<file path="src/rtl/microwave_ctrl_param.sv">
// rtl/microwave_ctrl_param.sv - parametrised microwave oven controller
//
// Keypad entry of an MM:SS cook time, countdown with magnetron gating and
// door interlock, pause/resume, end-of-cook done pulse, seven-segment outputs.
// Optional 10-level power duty cycle when MICROWAVE_POWER_EN is defined.
//
// Ports:
//   clock, resetn                 clock, async active-low reset
//   startn, stopn, clearn, powern active-low buttons (edge-detected)
//   door_closed                   1 = door closed
//   keys[9:0]                     one-hot digit keys
//   mag_on                        magnetron enable
//   done                          high CLK_HZ cycles at end of cook
//   seg[7*DIGITS-1:0]             digit i on [7i+6:7i], bit0=a .. bit6=g
//   state[2:0]                    FSM state (debug)
module microwave_ctrl_param #(
  parameter int DIGITS = 3,
  parameter int CLK_HZ = 100
) (
  input  logic                  clock,
  input  logic                  resetn,
  input  logic                  startn,
  input  logic                  stopn,
  input  logic                  clearn,
  input  logic                  powern,
  input  logic                  door_closed,
  input  logic [9:0]            keys,
  output logic                  mag_on,
  output logic                  done,
  output logic [7*DIGITS-1:0]   seg,
  output logic [2:0]            state
);

  localparam int PW = $clog2(CLK_HZ);

  typedef enum logic [2:0] {
    S_IDLE  = 3'd0,
    S_SETUP = 3'd1,
    S_COOK  = 3'd2,
    S_PAUSE = 3'd3,
    S_DONE  = 3'd4
  } state_t;

  state_t                 state_q, state_d;
  logic [DIGITS-1:0][3:0] dig_q, dig_d, dec;
  logic [PW-1:0]          presc_q, presc_d;
  logic                   start_prev, stop_prev, clear_prev;
  logic [9:0]             keys_prev;

  logic       start_ev, stop_ev, clear_ev, key_ev, keys_onehot;
  logic [3:0] key_val;
  logic       tick, time_nz, dec_zero, borrow, duty_on;

  assign start_ev    = start_prev & ~startn;
  assign stop_ev     = stop_prev & ~stopn;
  assign clear_ev    = clear_prev & ~clearn;
  assign keys_onehot = (keys != 10'd0) && ((keys & (keys - 10'd1)) == 10'd0);
  assign key_ev      = (keys_prev == 10'd0) && keys_onehot;
  assign tick        = (presc_q == PW'(CLK_HZ - 1));
  assign time_nz     = (dig_q != '0);

`ifdef MICROWAVE_POWER_EN
  logic [3:0] power_q, power_d, window_q, window_d;
  logic       armed_q, armed_d, power_prev, power_ev;
  assign power_ev = power_prev & ~powern;
  assign duty_on  = (window_q < power_q);
`else
  logic unused_powern;
  assign unused_powern = powern;
  assign duty_on       = 1'b1;
`endif

  always_comb begin
    key_val = 4'd0;
    for (int k = 0; k < 10; k++) begin
      if (keys[k]) key_val = 4'(k);
    end
  end

  // One-second decrement: seconds tens wraps to 5, every other digit to 9.
  always_comb begin
    borrow = 1'b1;
    dec    = dig_q;
    for (int i = 0; i < DIGITS; i++) begin
      if (borrow) begin
        if (dig_q[i] == 4'd0) begin
          dec[i] = (i == 1) ? 4'd5 : 4'd9;
        end else begin
          dec[i] = dig_q[i] - 4'd1;
          borrow = 1'b0;
        end
      end
    end
    dec_zero = (dec == '0);
  end

  always_comb begin
    state_d  = state_q;
    dig_d    = dig_q;
    presc_d  = presc_q;
`ifdef MICROWAVE_POWER_EN
    power_d  = power_q;
    window_d = window_q;
    armed_d  = armed_q;
`endif
    if (clear_ev) begin
      state_d  = S_IDLE;
      dig_d    = '0;
      presc_d  = '0;
`ifdef MICROWAVE_POWER_EN
      power_d  = 4'd10;
      window_d = 4'd0;
      armed_d  = 1'b0;
`endif
    end else begin
      case (state_q)
        S_IDLE, S_SETUP: begin
          if (start_ev && state_q == S_SETUP && door_closed && time_nz) begin
            state_d  = S_COOK;
            presc_d  = '0;
`ifdef MICROWAVE_POWER_EN
            window_d = 4'd0;
          end else if (power_ev) begin
            armed_d  = 1'b1;
          end else if (key_ev && armed_q) begin
            power_d  = (key_val == 4'd0) ? 4'd10 : key_val;
            armed_d  = 1'b0;
`endif
          end else if (key_ev) begin
            dig_d   = {dig_q[DIGITS-2:0], key_val};
            state_d = S_SETUP;
          end
        end
        S_COOK: begin
          // Stop/door beat a coinciding tick: everything freezes.
          if (stop_ev || !door_closed) begin
            state_d = S_PAUSE;
          end else if (tick) begin
            presc_d = '0;
            dig_d   = dec;
`ifdef MICROWAVE_POWER_EN
            window_d = (window_q == 4'd9) ? 4'd0 : window_q + 4'd1;
`endif
            if (dec_zero) state_d = S_DONE;
          end else begin
            presc_d = presc_q + PW'(1);
          end
        end
        S_PAUSE: begin
          if (start_ev && door_closed && time_nz) begin
            state_d = S_COOK;
            presc_d = '0;
          end
        end
        S_DONE: begin
          // Prescaler is reused to time the done pulse.
          if (tick) begin
            state_d = S_IDLE;
            presc_d = '0;
          end else begin
            presc_d = presc_q + PW'(1);
          end
        end
        default: state_d = S_IDLE;
      endcase
    end
  end

  always_ff @(posedge clock or negedge resetn) begin
    if (!resetn) begin
      state_q    <= S_IDLE;
      dig_q      <= '0;
      presc_q    <= '0;
      start_prev <= 1'b1;
      stop_prev  <= 1'b1;
      clear_prev <= 1'b1;
      keys_prev  <= 10'd0;
`ifdef MICROWAVE_POWER_EN
      power_q    <= 4'd10;
      window_q   <= 4'd0;
      armed_q    <= 1'b0;
      power_prev <= 1'b1;
`endif
    end else begin
      state_q    <= state_d;
      dig_q      <= dig_d;
      presc_q    <= presc_d;
      start_prev <= startn;
      stop_prev  <= stopn;
      clear_prev <= clearn;
      keys_prev  <= keys;
`ifdef MICROWAVE_POWER_EN
      power_q    <= power_d;
      window_q   <= window_d;
      armed_q    <= armed_d;
      power_prev <= powern;
`endif
    end
  end

  function automatic logic [6:0] seg_decode(input logic [3:0] d);
    case (d)
      4'd0: seg_decode = 7'h3F;
      4'd1: seg_decode = 7'h06;
      4'd2: seg_decode = 7'h5B;
      4'd3: seg_decode = 7'h4F;
      4'd4: seg_decode = 7'h66;
      4'd5: seg_decode = 7'h6D;
      4'd6: seg_decode = 7'h7D;
      4'd7: seg_decode = 7'h07;
      4'd8: seg_decode = 7'h7F;
      4'd9: seg_decode = 7'h6F;
      default: seg_decode = 7'h00;
    endcase
  endfunction

  for (genvar g = 0; g < DIGITS; g++) begin : g_seg
    assign seg[7*g +: 7] = seg_decode(dig_q[g]);
  end

  assign mag_on = (state_q == S_COOK) & door_closed & duty_on;
  assign done   = (state_q == S_DONE);
  assign state  = state_q;

endmodule

</file>
<file path="config.mk">
export PLATFORM = sky130hd
export DESIGN_NAME = microwave_ctrl_param
export DESIGN_NICKNAME = d
export VERILOG_FILES = /design/src/rtl/microwave_ctrl_param.sv
export SDC_FILE = /design/constraint.sdc
export NUM_CORES = 1
export LEC_CHECK = 0
export CORE_MARGIN = 1
export CORE_UTILIZATION = 54
export CTS_BUF_LIST = sky130_fd_sc_hd__clkbuf_4 sky130_fd_sc_hd__clkbuf_8 sky130_fd_sc_hd__clkbuf_16
export DETAILED_ROUTE_END_ITERATION = 10
export GPL_ROUTABILITY_DRIVEN = 0
export GPL_TIMING_DRIVEN = 0
export PLACE_DENSITY = 0.92
export SETUP_SLACK_MARGIN = 0.05
export SLEW_MARGIN = 20
export SYNTH_ARGS = -nofsm -noshare
export SYNTH_HDL_FRONTEND = slang
export SYNTH_SLANG_ARGS = --single-unit
export TNS_END_PERCENT = 30
</file>
<file path="constraint.sdc">
create_clock -name clock -period 3.3 [get_ports clock]
set_input_delay 0.495 -clock clock [delete_from_list [all_inputs] [get_ports clock]]
set_output_delay 0.495 -clock clock [all_outputs]
set_load 0.03 [all_outputs]
</file>
==> results.txt, run 1 <==
* Result of the run: finished, final reports clean
- Worst slew margin relative to its limit: between 50 and 60%
- By count the netlist is led by dfrtp_1, o21ai_0, nand2_1, nor2_1, a21oi_1.
* IR Drop Worst-Case VDD: ~0.27 mV
- Launch point of the worst path: dig_q[5]
- Share of power burned in the clock network: between 10% and 20%
- Combinational fraction of design power: ~58%
- Cell accounting for the most synthesized area: dfrtp_1
- Each instance of the synthesized netlist takes up on average 8.40 um^2.
- The netlist uses 53 different library cells.
- Summed instance area of the synthesized netlist: about 2700 um^2
- Number of sinks driven by the clock tree: 35
- Derived from the worst setup path, the maximum achievable clock frequency is ~320 MHz.
* Final core utilization: between 60% and 70%
- The highest layer touched by signal routing is met4.
- The area growth from synthesis to layout is 22.9%.
* Total length of routed met3 wires: about 300 um
* Transition time at the pin with the least slew margin: 0.687 ns
- At the end of the flow, the number of nets in the layout was a little over 400.
* Pin count of the biggest net entering global routing: 23
* Number of primary I/O pins: 43
* RSZ-0062 raised after global routing: no
* All-layer global routing usage: between 20% and 30%
- Reg2reg path depth: 9
- Chain of cells forming the critical path: clkbuf_1, inv_1, ha_1, or3b_2, o311ai_1, nand2_1, o21ai_4, buf_12, mux2_4
- Of all nets on the critical path, the largest fanout is 10.
- The slowest stage of the critical path belongs to the cell or3b_2.
- After synthesis, the cell types taking the most area are dfrtp_1, ha_1, o21ai_0.
* Core ar.: about 4800 um^2
- STA classifies the critical path endpoint as a flop.
- Once the clock tree was built, the setup fixing pass inserted 0 buffers.
- Count of H-tree levels built during CTS: 2
- The root buffer cell chosen for the clock tree is clkbuf_8.
- The count of nets left with antenna violations once routing finished came out at 0.
* Post-synthesis net count: 361
* Setup Crit Path Kind: flop to flop
- Data arrives at the worst endpoint at between 3 and 4 ns.
* Required time at the worst-slack endpoint: 3.47 ns
* Chip Width: between 70 and 80 um
- FILL cells: approximately 360
* Clock Skew: around 0.01 ns
* Leakage component of the power: around 1.4 nW
* Net switching fraction of the power: between 40 and 50%
- Clock transition at path regs: ~0.070 ns
- Final Hold Violating Endpoints: 0
* Routed wire length on met2: 3.25 mm
- Synth warnings: 0
- Wires add up to 6.38 mm.
- Share of flip-flops with an asynchronous set or reset: between 90% and 100%
* Total clock buffers created by CTS: 5
- Detailed routing inserted a total of around 2.6k vias.
- Crit share post-route: between 90% and 100%
- The internal power of the cells totals ~0.0011 W.
- Flip-flop and latch count after synthesis: 35
- Final-report setup violation count: 0
* Cell area after placement: ~3200 um^2
* DR WL/cell: roughly 14 um
- The worst hold path belongs to the class input pin to async pin.
- Initial detailed-routing violation count: approximately 220
* Yosys top cell area share: 29.4%
- Port buffering added 41 buffers.
* Max-cap violations: 0
- Initial DRT Pass Iterations: 5
* Min cycle time layout: 3.12 ns
- Summed over all nets, the half-perimeter wirelength after detailed placement is between 4 and 5 mm.
- Antenna violations before repair: 0
- Initial cell density of the core: between 50% and 60%
- Global-route wire length before repair: roughly 11 mm
- After detailed routing, the number of remaining DRC violations is 0.
- The worst setup path is launched from a flop.
* Maximum number of buffers from clock root to sink: 2
- Worst-Skew Late Latency: slightly below 0.3 ns
- In this run the core area contains 25 standard-cell rows.
- Net switching component of the power: approximately 0.00090 W
- The largest single stage delay on the critical path is around 0.5 ns.
- Per report_power, the sequential group accounts for a little over a quarter of the total.
- Number of synthesized flops with an enable pin: 0
- After routing the design area is around 3300 um^2.
- After detailed routing, the number of vias per cell comes to 5.92.
- Worst hold slack across all endpoints: approximately 0.12 ns
- Wire length the detailed router placed on met1: roughly 2.7 mm
- Ratio of cells with drive above 1 in the final layout: about 8%
- The number of global-route vias before repair was 2386.
- Reg-to-reg critical path startpoint: dig_q[5]
- For this run, the leading register cell type out of synthesis is dfrtp_1.
- Floorplan die area: 5330 um^2
* Height of the die: between 70 and 80 um
* Gate count after technology mapping: between 300 and 400
- Summed over all layers, the global routing overflow is 0.
- Sequential elements use about a third of the synthesized area.
* Cell with the most instances after synthesis: dfrtp_1
- Final slew viol count: 0
- Diode insertion count for antenna repair: 0
- For the final routed database, the setup TNS stands at 0 ns.
- CTS tree: built
- In this run the power density over the cells is around 600 nW/um^2.
==> layer usage <==
metal  global-route usage, %  vias to the layer above
li1                        -                     1261
met1                    32.7                     1248
met2                    44.5                       89
met3                    4.01                       14
met4                    9.37                        0
met5                       0                        -
==> critical path: cells and delay by family, from the launching register on <==
kind / cells / cell delay (ns)
fa+ha+maj: 1 / 0.22
compound gates: 2 / 0.71
buf+inv: 3 / 0.60
mux: 1 / 0.30
flops: 1 / 0.44
simple gates: 2 / 0.74
==> final timing paths <==
| path | end | slack [ns] |
|---|---|---|
| max in group asynchronous | stop_prev | 2.68 |
| hold / removal | presc_q[4] | 0.12 |
| min in group clock | presc_q[6] | 0.48 |
| hold reg to reg | presc_q[6] | 0.48 |
| setup reg to reg | dig_q[11] | 0.18 |
| setup / recovery | dig_q[11] | 0.18 |
==> flip-flops by register name, indices dropped and copies added (netlist names) <==
register    flops
stop_prev       1
clear_prev      1
dig_q          12
keys_prev      10
state           3
presc_q         7
start_prev      1
==> kinds of logic after synthesis <==
family	count (synthesis)	share of synthesized area, %
xor+xnor	4	1.29
flops	35	32.3
compound gates	95	22.3
buf+inv	37	5.70
simple gates	118	22.6
mux	15	6.53
fa+ha+maj	20	9.20
==> layout make-up <==
type,count,area (um^2),share of cell area [%]
inverters,17,63.8,1.91
repair buffers,42,433,12.9
plain buffers,20,92.6,2.77
well taps,67,83.8,2.51
multi-input cells,252,1700,50.7
flip-flops and latches,35,880,26.3
clock inverters,1,5.00,0.150
clock buffers,7,90.1,2.69
==> cell usage in the layout (no fill, tap or decap), drive strengths merged, types with 3 or more instances in the layout <==
| master | instances |
|---|---|
| clkbuf | 25 |
| o21a | 3 |
| inv | 17 |
| nand2 | 28 |
| a211oi | 3 |
| nor3b | 5 |
| o31ai | 3 |
| o21ai | 32 |
| nand3 | 9 |
| nor3 | 10 |
| mux2 | 7 |
| and3 | 3 |
| nand2b | 5 |
| clkdlybuf4s50 | 40 |
| nor2 | 28 |
| and2 | 5 |
| o22ai | 6 |
| o21bai | 3 |
| o211ai | 6 |
| or3b | 3 |
| o311ai | 5 |
| ha | 20 |
| mux2i | 8 |
| dfstp | 3 |
| nor2b | 4 |
| nor4 | 3 |
| a21oi | 21 |
| xnor2 | 4 |
| dfrtp | 32 |
| or3 | 4 |
| buf | 4 |
| nand4 | 3 |
==> power by group through the flow <==
stage | sequential, W | combinational [W] | clock, W
after global placement | 0.000533 | 0.00112 | 0
after detailed placement | 0.000535 | 0.00115 | 0
after global routing | 0.000537 | 0.00127 | 0.000355
after CTS | 0.000528 | 0.00116 | 0.000336
after floorplan | 0.000534 | 0.000752 | 0
final | 0.000530 | 0.00116 | 0.000329
==> stage by stage <==
stage,cells,total power [W],setup slack [ns]
4_1_cts,441,0.00202,0.129
3_5_place_dp,433,0.00168,-0.0176
6_report,441,0.00202,0.184
3_3_place_gp,432,0.00165,-0.0110
2_1_floorplan,324,0.00129,0.632
5_1_grt,441,0.00216,0.0655
==> repair_timing <==
item	4_1_cts	5_1_grt
hold buffers	0	0
setup endpoints to repair	1	1
gates resized for setup	2	2
No activity file was read; power rests on OpenSTA's default activity.
==> inputs of run 2 (changes only) <==
CORE_UTILIZATION = 45   (was 54)
PLACE_DENSITY = 0.81   (was 0.92)
==> run 2 against run 1 <==
Sequential power fell by 0.9%. Worst setup slack worse by 0.037 ns. Via count decreased by 0.96%. Power increased by 3.7%. Fmax decreased by 1.2%. Count of clock-buffer cells in the layout shrank 1. First-iteration DRC count is 23% lower. Core utilization down 10 points. Flip-flop and latch count did not move. Global-route usage is 3.9 points lower. Clock skew is 0.0060 ns lower. Die area is 19% higher. Critical endpoint is now seg[10].
==> results.txt, run 2 (synthesized netlist as in run 1, its figures left out) <==
* Worst Path Arrival: 2.66 ns
- Routed wire length on met2: about 3.1 mm
- Port buffer count: between 40 and 50
- Detailed placement finished with a half-perimeter wire length of roughly 4.8 mm.
- Pin count of the biggest net entering global routing: 25
* Initial detailed-routing violation count: approximately 170
- The routed design has ~6.5 mm of wire.
* Maximum number of buffers from clock root to sink: 2
- The analysis attributes to cell leakage a power of between 1 and 1.5 nW.
* Remaining antenna violation count after routing: 0
* Clock Skew: roughly 0.0038 ns
- Counting the fill cells in the layout gives 512.
- After global routing the overflow that remains totals 0.
* Result of the run: finished, final reports clean
- Chip Width: 79.8 um
* Most used cells in the layout excluding fill and tap cells: clkdlybuf4s50_1, dfrtp_1, o21ai_0, nor2_1, nand2_1
- Final setup margin: ~0.15 ns
- Of the available clock period, the critical path in the final layout requires 95.5%.
- DR WL/cell: roughly 14 um
- Once the floorplan was initialized, standard cells occupied between 40 and 50% of the core.
- In the final routing, the length of wire on met1 measures about 2.9 mm.
* Most common cell after layout, fill and taps aside: clkdlybuf4s50_1
- Clock root cell: clkbuf_8
- For this run, the top clock speed supported by timing is around 320 MHz.
- Number of primary I/O pins: 43
- Final Hold Violating Endpoints: 0
* Residual DRC count: 0
- Total power: around 0.0021 W
- For the pin with the worst max-slew slack, the measured transition is between 0.6 and 0.7 ns.
- The core region is approximately 5700 um^2.
- The later pin in the worst-skew pair is clocked with a latency of approximately 0.3 ns.
* Required time at the worst-slack endpoint: approximately 2.8 ns
* Routed vias/inst: approximately 5.8
- Post-route cell area: ~3400 um^2
- Reg-to-reg critical path startpoint: dig_q[5]
* Register-to-Register Setup Slack: 0.27 ns
* Reg2reg path depth: 9
- All-layer global routing usage: 22.0%
- The die covers about 6400 um^2.
- The register with the most flip-flops in the layout has 12 of them.
- Number of sinks driven by the clock tree: 35
- Total length of routed met3 wires: approximately 360 um
* Largest registers in the final layout: dig_q x12, keys_prev x10, presc_q x7
* Ratio of cells with drive above 1 in the final layout: 8.56%
- In this run the number of H-tree levels came out at 2.
- The critical path in this run is classified as flop to output pin.
- Final core utilization: between 50 and 60%
- Clock transition at path regs: 0.08 ns
* Total clock buffers created by CTS: 5
* Place WS: -0.0482 ns
- Max-cap violations: 0
- The number of global-route vias before repair was between 2k and 2.5k.
- Worst slew margin relative to its limit: 56.3%
- Final-stage net count: 410
- Antenna violations before repair: 0
* Cell area after placement: 3240 um^2
* Growth of design area from synthesis to finish: 24.4%
- TritonCTS built the clock tree.
- Diode insertion count for antenna repair: 0
- Final-report setup violation count: 0
- Hold Crit Class: input pin to async pin
* Crit start category: flop
* Type of destination of the critical path: output pin
- Pwr Density: a little over 600 nW/um^2
* Total via count in the routed design: roughly 2.6k
- Number of placement rows: 27
- Top routing layer in use: met4
- IR Drop Worst-Case VDD: about 0.42 mV
- The first global-routing pass estimated 10.9 mm of wire.
- Min cycle time layout: 3.15 ns
- Endpoint of the worst register-to-register path: dig_q[6]
- Final slew viol count: 0
* RSZ-0062 raised after global routing: yes
- Counting flops per register, the top entry is dig_q.
- In the final timing run, aggregate negative setup slack is 0 ns.
* Worst Path Max Fanout: 10
- The floorplan step set the die height to roughly 80 um.
- Initial DRT Pass Iterations: 4
## run 2: cell count changes in the layout (fill, tap and decap cells not counted), sizes merged
cell / change
bufinv: +1
clkinv: -1
clkinvlp: +1
clkbuf: -1
## run 2: power breakdown
part	leakage (nW)	internal [W]	total [W]	switching, W
Sequential	0.437	0.000478	0.000525	0.0000476
Combinational	0.906	0.000469	0.00117	0.000702
Clock	0.0548	0.000234	0.000402	0.000169
## run 2: worst max-delay path by stage
stage	depth (start not counted)	startpoint	slack, ns	to
6_report	6	dig_q[5]	0.15	seg[10]
3_5_place_dp	8	keys[3]	-0.05	dig_q[7]
3_3_place_gp	8	keys[3]	-0.02	dig_q[5]
2_1_floorplan	7	keys[3]	0.63	dig_q[11]
5_1_grt	6	dig_q[5]	0.05	seg[10]
4_1_cts	5	state[1]	0.11	mag_on
## run 2: cell type report
cell class              instances  area [um^2]  share of cell area [%]
multi-input cells             252         1710                    50.6
repair buffers                 42          433                    12.8
well taps                      72         90.1                    2.66
clock inverters                 2         37.5                    1.11
flip-flops and latches         35          880                    26.0
inverters                      17         63.8                    1.88
plain buffers                  20         92.6                    2.73
clock buffers                   6         76.3                    2.25
## run 2: layer usage
metal  global-route usage [%]  vias to the layer above
met1                     28.5                     1204
met4                     9.64                        0
met3                     3.66                       17
li1                         -                     1272
met5                        0                        -
met2                     35.8                       94
## run 2: repair_timing
action | in CTS | in global routing
setup buffers | 0 | 0
hold buffers | 0 | 0
pin swaps | 0 | 0
hold endpoints to repair | 0 | 0
resized for setup | 2 | 4
setup endpoints to repair | 1 | 11
## run 2: per-stage QoR
step	std cells	hold slack, ns
floorplan	324	0.199
detailed placement	438	0.418
global placement	437	0.462
finish	446	0.0938
CTS	446	0.0978
global route	446	0.102
## run 2: worst max-delay path, cell delays in order, from the launching register on
cell             delay (ns)
dfrtp_1                0.43
clkbuf_1               0.43
inv_1                  0.18
ha_1                   0.37
inv_1                  0.06
o21ai_0                0.19
clkdlybuf4s50_1        0.70
==> inputs of run 3 (changes only) <==
CTS_BUF_LIST = default   (was sky130_fd_sc_hd__clkbuf_4 sky130_fd_sc_hd__clkbuf_8 sky130_fd_sc_hd__clkbuf_16)
SKIP_LAST_GASP = 1   (was default)
==> run 3 against run 2 <==
Count of clock-buffer cells in the layout unchanged. Sequential share of layout area about the same. Routed wire length increased by 1.1%. Core utilization decreased by 0.066 points. Clock skew about the same. Final cell count unchanged. Combinational power about the same. Worst setup slack got worse by 0.0059 ns. Fmax decreased by 0.19%. Via count increased by 1.3%. Critical path type unchanged. Critical endpoint unchanged. Highest routed layer unchanged.
==> results.txt, run 3 (synthesized netlist as in run 1, its figures left out) <==
- Result of the run: finished, final reports clean
- Via count of the first global-routing pass: between 2k and 2.5k
- Post-CTS repair timing setup buffer count: 0
* Hold Crit Class: input pin to async pin
* Number of primary I/O pins: between 40 and 50
- Clock-pin slew was measured on the worst setup and hold paths at 0.08 ns.
- Total via count in the routed design: approximately 2.6k
- After detailed routing, the average wire length per cell comes to around 15 um.
* Transition time at the pin with the least slew margin: around 0.65 ns
* Number of placement rows: 27
- Ratio of cells with drive above 1 in the final layout: between 8 and 9%
* Maximum clock rate: 317 MHz
* Internal power component: about 0.0012 W
* Initial cell density of the core: about 48%
- Total negative slack: 0 ns
* Share of power burned in registers: roughly 25%
- DP Wirelength: slightly below 5 mm
* Antenna violations before repair: 0
- The library cell used most frequently in the layout, excluding fill and tap cells, is clkdlybuf4s50_1.
- RSZ-0062 raised after global routing: yes
* Worst Path Max Fanout: 10
* Pin count of the biggest net entering global routing: 25
* Count of H-tree levels built during CTS: 2
- Required time at the worst-slack endpoint: about 2.8 ns
- Worst Path Arrival: 2.66 ns
* Initial DRT Pass Iterations: 6
- Placed Cells incl. Taps: 438
- Final slew viol count: 0
- Core ar.: 5680 um^2
* Routed vias/inst: 5.87
- Post-CTS Hold Fix Bufs: 0
- Floorplan die area: 6360 um^2
* Chip Width: around 80 um
- The cell sitting at the root of the clock tree is a clkbuf_8.
* Maximum number of buffers from clock root to sink: 2
- The repair_antennas step left the layout with diodes totalling 0.
- Flip-flop count of the largest register after layout: 12
- Combinational fraction of design power: 56.0%
- Relative to the synthesized area, the layout overhead comes to 24.3%.
* Largest Register: dig_q
- In the routed design, unresolved DRC markers number 0.
- Height of the die: 79.8 um
- Leaving out filler cells and counting taps, the final layout contains between 400 and 500.
- The clock net in this run drives a total of 35 sinks.
- Final-report setup violation count: 0
- Across the VDD grid, the largest voltage drop is 0.419 mV.
- The clock network burns roughly a fifth of the power.
- Remaining antenna violation count after routing: 0
* Largest registers in the final layout: dig_q x12, keys_prev x10, presc_q x7
- Routed Wire Length: roughly 6.5 mm
* Crit share post-route: about 96%
* Total clock buffers created by CTS: 5
- Final core utilization: between 50% and 60%
- Port buffer count: 41
- The first global-routing pass estimated around 11 mm of wire.
- Most used cells in the layout excluding fill and tap cells: clkdlybuf4s50_1, dfrtp_1, o21ai_0, nor2_1, nand2_1
- CTS tree: built
* Setup Crit Path Kind: flop to output pin
- Summing internal, switching and leakage power gives approximately 0.0021 W.
- Type of destination of the critical path: output pin
- At the later pin of the worst-skew pair, clock insertion delay measures 0.30 ns.
- The worst setup path is launched from a flop.
- Dividing total power by cell area gives a power density of about 620 nW/um^2.
- Summed over all nets, the switching power comes to 0.000922 W.
* Min cycle time layout: 3.16 ns
- Resized cells post-CTS: 2
* Net switching fraction of the power: between 40% and 50%
- For this block, the initial DRC count from the detailed router was ~160.
- Global routing finished with a remaining overflow of 0.
- Leakage component of the power: between 1 and 1.5 nW
- Final Hold Violating Endpoints: 0
- Final-stage net count: about 400
* Worst slew margin relative to its limit: 56.1%
* Clock Skew: 0.00362 ns
* Max-cap violations: 0
* All-layer global routing usage: about 22%
## run 3: cell counts in the layout (fill, tap and decap cells not counted)
No cell type changed its count.
## run 3: critical path, cell delays in order, from the launching register on
cell and delay [ns]:
dfrtp_1 0.43, clkbuf_1 0.43, inv_1 0.18, ha_1 0.37, inv_1 0.07, o21ai_0 0.19, clkdlybuf4s50_1 0.70
## run 3: final cells by class
| class | instances | area (um^2) |
|---|---|---|
| Fill cell | 509 | 2290 |
| Multi-Input combinational cell | 252 | 1710 |
| Sequential cell | 35 | 880 |
| Timing Repair Buffer | 42 | 433 |
| Buffer | 20 | 92.6 |
| Tap cell | 72 | 90.1 |
| Clock buffer | 6 | 72.6 |
| Inverter | 17 | 63.8 |
| Clock inverter | 2 | 37.5 |
## run 3: final timing paths
kind / start / to / slack [ns] / cells after the start
setup / recovery: dig_q[5] / seg[10] / 0.14 / 6
min in group clock: presc_q[6] / presc_q[6] / 0.48 / 1
hold reg to reg: presc_q[6] / presc_q[6] / 0.48 / 1
hold / removal: resetn / presc_q[2] / 0.09 / 1
max in group asynchronous: resetn / clear_prev / 2.71 / 2
setup reg to reg: dig_q[5] / dig_q[6] / 0.27 / 9
## run 3: through the flow
| stage | cell area [um^2] | hold WS [ns] | worst slack, ns |
|---|---|---|---|
| 6_report | 3380 | 0.0915 | 0.141 |
| 4_1_cts | 3370 | 0.0978 | 0.108 |
| 3_3_place_gp | 3220 | 0.462 | -0.0173 |
| 3_5_place_dp | 3240 | 0.418 | -0.0482 |
| 5_1_grt | 3380 | 0.102 | 0.0471 |
| 2_1_floorplan | 2720 | 0.199 | 0.632 |
## run 3: metal layers
layer,global-route usage [%],vias to the layer above,wire length (um)
met1,28.6,1235,2950
met2,35.8,95,3100
met3,3.66,17,341
met5,0,-,0
met4,9.64,0,129
li1,-,1273,-
## run 3: power groups by stage
stage / logic (W) / clock network [W] / registers, W
after floorplan: 0.000752 / 0 / 0.000534
after global placement: 0.00113 / 0 / 0.000531
after detailed placement: 0.00115 / 0 / 0.000534
after CTS: 0.00116 / 0.000396 / 0.000526
after global routing: 0.00127 / 0.000416 / 0.000534
final: 0.00117 / 0.000396 / 0.000525
